===== config.mk =====
export PLATFORM = sky130hd
export DESIGN_NAME = dbg_mem_bridge
export DESIGN_NICKNAME = d
export VERILOG_FILES = /design/src/rtl/dbg_mem_bridge_pkg.sv /design/src/rtl/dbg_tx_serializer.sv /design/src/rtl/dbg_mem_bridge.sv
export SDC_FILE = /design/constraint.sdc
export NUM_CORES = 1
export LEC_CHECK = 0
export ABC_AREA = 1
export BUFFER_PORTS_ARGS = -buffer_cell sky130_fd_sc_hd__buf_4
export CORE_MARGIN = 5
export CORE_UTILIZATION = 40
export DETAILED_ROUTE_END_ITERATION = 10
export HOLD_SLACK_MARGIN = 0.15
export PLACE_DENSITY = 0.65
export SETUP_SLACK_MARGIN = 0.02
export SYNTH_ARGS = -nofsm -noshare
export SYNTH_HDL_FRONTEND = slang
export SYNTH_SLANG_ARGS = --single-unit

===== constraint.sdc =====
create_clock -name clk -period 1.76 [get_ports clk]
set_input_delay 0.088 -clock clk [delete_from_list [all_inputs] [get_ports clk]]
set_output_delay 0.088 -clock clk [all_outputs]
set_load 0.005 [all_outputs]

===== src/rtl/dbg_mem_bridge_pkg.sv =====
// Shared definitions for the debug-to-memory bridge: FSM states and protocol byte codes.
package dbg_mem_bridge_pkg;

  typedef enum logic [2:0] {
    StIdle,
    StAddr,
    StData,
    StMem,
    StResp
  } state_e;

  // Command bytes opening a frame.
  localparam logic [7:0] CmdWrite    = 8'h57;  // 'W'
  localparam logic [7:0] CmdRead     = 8'h52;  // 'R'

  // Single-byte responses.
  localparam logic [7:0] RespOk      = 8'h4B;  // 'K'
  localparam logic [7:0] RespBadCmd  = 8'h3F;  // '?'
  localparam logic [7:0] RespTimeout = 8'h54;  // 'T'

  // Response lengths in bytes.
  localparam logic [2:0] LenByte     = 3'd1;
  localparam logic [2:0] LenWord     = 3'd4;

endpackage


===== src/rtl/dbg_tx_serializer.sv =====
// Response buffer: holds up to four bytes and streams them LSB-first over a valid/ready port.
module dbg_tx_serializer
  import dbg_mem_bridge_pkg::*;
(
  input  logic        clk,
  input  logic        resetn,
  input  logic        load,
  input  logic [31:0] load_data,
  input  logic [2:0]  load_len,
  output logic [7:0]  tx_data,
  output logic        tx_valid,
  input  logic        tx_ready,
  output logic        done
);

  logic [31:0] shift_q, shift_d;
  logic [2:0]  left_q, left_d;
  logic        tx_fire;

  assign tx_valid = (left_q != 3'd0);
  assign tx_data  = shift_q[7:0];
  assign tx_fire  = tx_valid && tx_ready;
  // Pulses in the cycle the final byte is accepted.
  assign done     = tx_fire && (left_q == LenByte);

  // Next-state: load a new response, or drop the byte just accepted.
  always_comb begin
    shift_d = shift_q;
    left_d  = left_q;
    if (load) begin
      shift_d = load_data;
      left_d  = load_len;
    end else if (tx_fire) begin
      shift_d = {8'h00, shift_q[31:8]};
      left_d  = left_q - 3'd1;
    end
  end

  // Buffer and byte-count registers with synchronous reset.
  always_ff @(posedge clk) begin
    if (!resetn) begin
      shift_q <= '0;
      left_q  <= '0;
    end else begin
      shift_q <= shift_d;
      left_q  <= left_d;
    end
  end

endmodule


===== src/rtl/dbg_mem_bridge.sv =====
// Byte-stream command decoder driving a native memory bus, with timeout and byte responses.
module dbg_mem_bridge
  import dbg_mem_bridge_pkg::*;
#(
  parameter int unsigned TIMEOUT_CYCLES = 1024
) (
  input  logic        clk,
  input  logic        resetn,
  input  logic [7:0]  rx_data,
  input  logic        rx_valid,
  output logic        rx_ready,
  output logic [7:0]  tx_data,
  output logic        tx_valid,
  input  logic        tx_ready,
  output logic        mem_valid,
  output logic        mem_instr,
  output logic [31:0] mem_addr,
  output logic [31:0] mem_wdata,
  output logic [3:0]  mem_wstrb,
  input  logic        mem_ready,
  input  logic [31:0] mem_rdata,
  output logic        busy
);

  // Counter must be able to hold TIMEOUT_CYCLES itself.
  localparam int unsigned WaitW = $clog2(TIMEOUT_CYCLES + 1);

  state_e           state_q, state_d;
  logic             is_write_q, is_write_d;
  logic [1:0]       byte_cnt_q, byte_cnt_d;
  logic [31:0]      addr_q, addr_d;
  logic [31:0]      wdata_q, wdata_d;
  logic             mem_valid_q, mem_valid_d;
  logic [WaitW-1:0] wait_q, wait_d;
  logic [WaitW-1:0] wait_inc;

  logic             rx_fire;
  logic             ld_valid;
  logic [31:0]      ld_data;
  logic [2:0]       ld_len;
  logic             tx_done;

  assign rx_ready  = resetn && (state_q == StIdle || state_q == StAddr || state_q == StData);
  assign rx_fire   = rx_valid && rx_ready;
  assign busy      = (state_q != StIdle);
  assign mem_valid = mem_valid_q;
  assign mem_instr = 1'b0;
  assign mem_addr  = addr_q & 32'hFFFF_FFFC;
  assign mem_wdata = wdata_q;
  assign mem_wstrb = (state_q == StMem && is_write_q) ? 4'hF : 4'h0;
  assign wait_inc  = wait_q + WaitW'(1);

  // Frame decode, bus access sequencing and response selection.
  always_comb begin
    state_d     = state_q;
    is_write_d  = is_write_q;
    byte_cnt_d  = byte_cnt_q;
    addr_d      = addr_q;
    wdata_d     = wdata_q;
    mem_valid_d = mem_valid_q;
    wait_d      = wait_q;
    ld_valid    = 1'b0;
    ld_data     = '0;
    ld_len      = '0;

    unique case (state_q)
      StIdle: begin
        if (rx_fire) begin
          if (rx_data == CmdWrite || rx_data == CmdRead) begin
            is_write_d = (rx_data == CmdWrite);
            byte_cnt_d = 2'd0;
            state_d    = StAddr;
          end else begin
            ld_valid = 1'b1;
            ld_data  = {24'h0, RespBadCmd};
            ld_len   = LenByte;
            state_d  = StResp;
          end
        end
      end

      StAddr: begin
        if (rx_fire) begin
          addr_d     = {rx_data, addr_q[31:8]};
          byte_cnt_d = byte_cnt_q + 2'd1;
          if (byte_cnt_q == 2'd3) begin
            state_d = is_write_q ? StData : StMem;
            wait_d  = '0;
          end
        end
      end

      StData: begin
        if (rx_fire) begin
          wdata_d    = {rx_data, wdata_q[31:8]};
          byte_cnt_d = byte_cnt_q + 2'd1;
          if (byte_cnt_q == 2'd3) begin
            state_d = StMem;
            wait_d  = '0;
          end
        end
      end

      StMem: begin
        // mem_valid is only low here in the entry cycle; completion clears it on exit.
        if (!mem_valid_q) begin
          mem_valid_d = 1'b1;
          wait_d      = '0;
        end else if (mem_ready) begin
          mem_valid_d = 1'b0;
          ld_valid    = 1'b1;
          ld_data     = is_write_q ? {24'h0, RespOk} : mem_rdata;
          ld_len      = is_write_q ? LenByte : LenWord;
          state_d     = StResp;
        end else begin
          wait_d = wait_inc;
          if (wait_inc == WaitW'(TIMEOUT_CYCLES)) begin
            mem_valid_d = 1'b0;
            ld_valid    = 1'b1;
            ld_data     = {24'h0, RespTimeout};
            ld_len      = LenByte;
            state_d     = StResp;
          end
        end
      end

      StResp: begin
        if (tx_done) begin
          state_d = StIdle;
        end
      end

      default: state_d = StIdle;
    endcase
  end

  // State and datapath registers with synchronous active-low reset.
  always_ff @(posedge clk) begin
    if (!resetn) begin
      state_q     <= StIdle;
      is_write_q  <= 1'b0;
      byte_cnt_q  <= '0;
      addr_q      <= '0;
      wdata_q     <= '0;
      mem_valid_q <= 1'b0;
      wait_q      <= '0;
    end else begin
      state_q     <= state_d;
      is_write_q  <= is_write_d;
      byte_cnt_q  <= byte_cnt_d;
      addr_q      <= addr_d;
      wdata_q     <= wdata_d;
      mem_valid_q <= mem_valid_d;
      wait_q      <= wait_d;
    end
  end

  dbg_tx_serializer u_tx (
    .clk       (clk),
    .resetn    (resetn),
    .load      (ld_valid),
    .load_data (ld_data),
    .load_len  (ld_len),
    .tx_data   (tx_data),
    .tx_valid  (tx_valid),
    .tx_ready  (tx_ready),
    .done      (tx_done)
  );

endmodule


==> impl_metrics.tcl <==
set metrics [dict create \
    outcome "finished with violations" \
    violations "setup timing" \
    via_per_inst 4.96 \
    die_w_um 124 \
    htree_levels 4 \
    fin_crit_ns 1.89 \
    path_delay_family "simple AND/OR/NAND/NOR gates" \
    maxSlewViolCount 0 \
    worstSetupStartpointType "register" \
    ys_types 39 \
    max_slew_margin_pct 39.2 \
    yosysWarnings 0 \
    vdd_drop_max_uv 659 \
    seq_area_frac_synth_pct 44.4 \
    stdcell_count 1085 \
    num_vias 5387 \
    wl_per_cell_um 14.5 \
    fin_ws_ns -0.127 \
    grt_pass1_vias 4753 \
    path_cells "nand2_2 > nor2_4 > nand2_1 > nand2_1 > nand2_2 > nor2_2 > nand3_2 > o21bai_4 > nand2_4 > nand3_4 > buf_8 > o21ai_2 > a21oi_2" \
    gp_congestion 0.880 \
    power.density_nw_per_um2 1300 \
    clkTransAtPathRegs_ns 0.05 \
    final_common_cell "buf_4" \
    crit_start "wait_q[1]$_SDFFE_PN0P_" \
    ctsRootBufferMaster "clkbuf_16" \
    synthCells 700 \
    drt_first_iter_violations 327 \
    cts_tree "yes" \
    n_antenna_cell 0 \
    drc 0 \
    p_switching_uw 3610 \
    cap_violations 0 \
    p_comb_share_pct 36.2 \
    dp_hpwl_um 9550 \
    worst_slew_pin_slew_ns 0.911 \
    postLayoutCellArea_um2 8260 \
    internal-power_uw 7160 \
    synth-edff-count 0 \
    crit_required_ns 2.10 \
    seqPwrFrac_pct 31.1 \
    leakage_uw 0.00352 \
    cts_sinks 115 \
    place_area_um2 6420 \
    p_clk_share_pct 32.6 \
    max_freq_ghz 0.530 \
    hp-start "mem_rdata[2]" \
    grt_pass1_wl_um 22600 \
    antenna_found_initial 0 \
    hold_class "in -> reg" \
    cts.path.max_buffers 2 \
    r2r_start "wait_q[1]$_SDFFE_PN0P_" \
    async_flop_share_pct 0 \
    placed_cells 992 \
    cp_max_fo 8 \
    drt_pass1_iterations 4 \
    rows 41 \
    ios 126 \
    postRouteAntennaNets 0 \
    portBuffers 122 \
    ys.flop_type "dfxtp_1" \
    skew_ns 0.00835 \
    final_core_util_pct 65.2 \
    rrSetupSlack_ns -0.13 \
    rsz0062_at_grt "true" \
    final_cell_mix "157 x buf_4, 126 x nand2_1, 106 x dfxtp_1" \
    setup_viol 58 \
    grt-ovfl-total 0 \
    worst-setup-path-type "reg -> reg" \
    switching_share_pct 33.5 \
    cp_data_arrival_time_ns 2.23 \
    crit_slowest_cell "dfxtp_4" \
    syn_area_um2 5190 \
    path_buf_inv 1 \
    clk_latency_ns 0.41 \
    area_growth_pct 59.1 \
    final_hold_viol_count 0 \
    numCtsBuffers 17 \
    die_y_um 124 \
    fin_crit_sh_pct 107 \
    core_area_um2 12700 \
    worstSetupEndpointType "register" \
    finalNetCount 952 \
    start_util_pct 41.0 \
    grt_max_degree 66 \
    layout-drive-gt1-share_pct 41.6 \
    holdWs_ns 0.166 \
    place_ws_ns -0.143 \
    synth-seq-cells 115 \
    grt_util_all_layers_pct 18.4 \
    syn_area_per_cell_um2 7.41 \
    totalWireLength_um 15800 \
    die_area_um2 15400 \
    slowest_delay_ns 0.37 \
]
-- cells by family after synthesis --
logic type	synth area share, %
adder cells (fa/ha/maj)	1.45
flip-flops	44.4
AND/OR/NAND/NOR	25.3
other	0.0723
buffers and inverters	9.79
XOR/XNOR	0.169
AO/OA/AOI/OAI	18.9
-- metrics by stage --
stage	TNS, ns	power, µW
after floorplan	0	5280
after global placement	-1.93	6240
after detailed placement	-3.46	6320
after CTS	-2.27	10000
after global routing	-13.07	11300
final	-3.32	10800
-- per-layer routing --
layer	wire length (µm)	up-vias	GRT usage, %
met5	0	-	0
met4	227	0	6.91
met3	840	24	4.63
met2	7850	140	29.5
met1	6850	2539	24.0
li1	-	2684	-
-- final timing paths --
kind	depth (start not counted)	to
worst max-delay path	13	u_tx.shift_q[9]$_SDFFE_PN0P_
worst min-delay path	7	u_tx.shift_q[2]$_SDFFE_PN0P_
worst max register to register	13	u_tx.shift_q[9]$_SDFFE_PN0P_
worst min register to register	2	u_tx.shift_q[31]$_SDFFE_PN0P_
-- cells in the mapped netlist, types with 2 or more instances --
library cell	count	area [µm²]
a21oi_1	66	330
clkinv_1	2	7.51
nand2_1	135	507
buf_4	19	143
a21oi_2	17	149
o21ai_0	68	340
nand3_1	34	170
nor2_2	6	37.5
o21ai_1	18	90.1
inv_2	9	33.8
nand2_4	2	22.5
nand2_2	6	37.5
inv_1	39	146
or2_2	3	18.8
nand3b_1	3	22.5
buf_2	6	30.0
dfxtp_1	115	2300
nor3_1	2	10.0
ha_1	6	75.1
nand3_2	3	30.0
nand4_1	3	18.8
nor2_1	97	364
nor2_4	2	22.5
a31oi_1	3	18.8
buf_6	5	56.3
clkbuf_1	18	67.6
-- final cells by class --
type / count / area [µm²]
Clock buffer: 22 / 474
Clock inverter: 9 / 128
Fill cell: 1050 / 4410
Inverter: 51 / 226
Multi-Input combinational cell: 487 / 2830
Sequential cell: 115 / 2330
Tap cell: 172 / 215
Timing Repair Buffer: 229 / 2060
-- sequential cells by signal (all words and copies together) (netlist names), 2 cells and up --
signal and count:
mem_wdata 32, u_tx.shift_q 32, addr_q 30, wait_q 11, state_q 3, u_tx.left_q 3, byte_cnt_q 2
-- tightest hold or removal path, cell delays in order --
cell and delay, ns:
buf_4 0.12, nand2_1 0.06, nand2_1 0.05, nand2_1 0.06, nand2_1 0.05, nand2_1 0.05, a21oi_1 0.05
-- power groups by stage --
stage,logic [µW],registers [µW],clock network [µW]
floorplan,2050,3230,0
global placement,2960,3280,0
detailed placement,3030,3290,0
CTS,3190,3260,3550
global route,4250,3400,3690
finish,3900,3350,3510
-- repair_timing --
item | in CTS | in global routing
setup endpoints to repair | 93 | 107
cloned | 0 | 12
hold endpoints to repair | 49 | 0
hold buffers | 41 | 0
pin swaps | 9 | 29
resized for setup | 25 | 182
buffers inserted | 0 | 9
No activity file was read; power rests on OpenSTA's default activity.
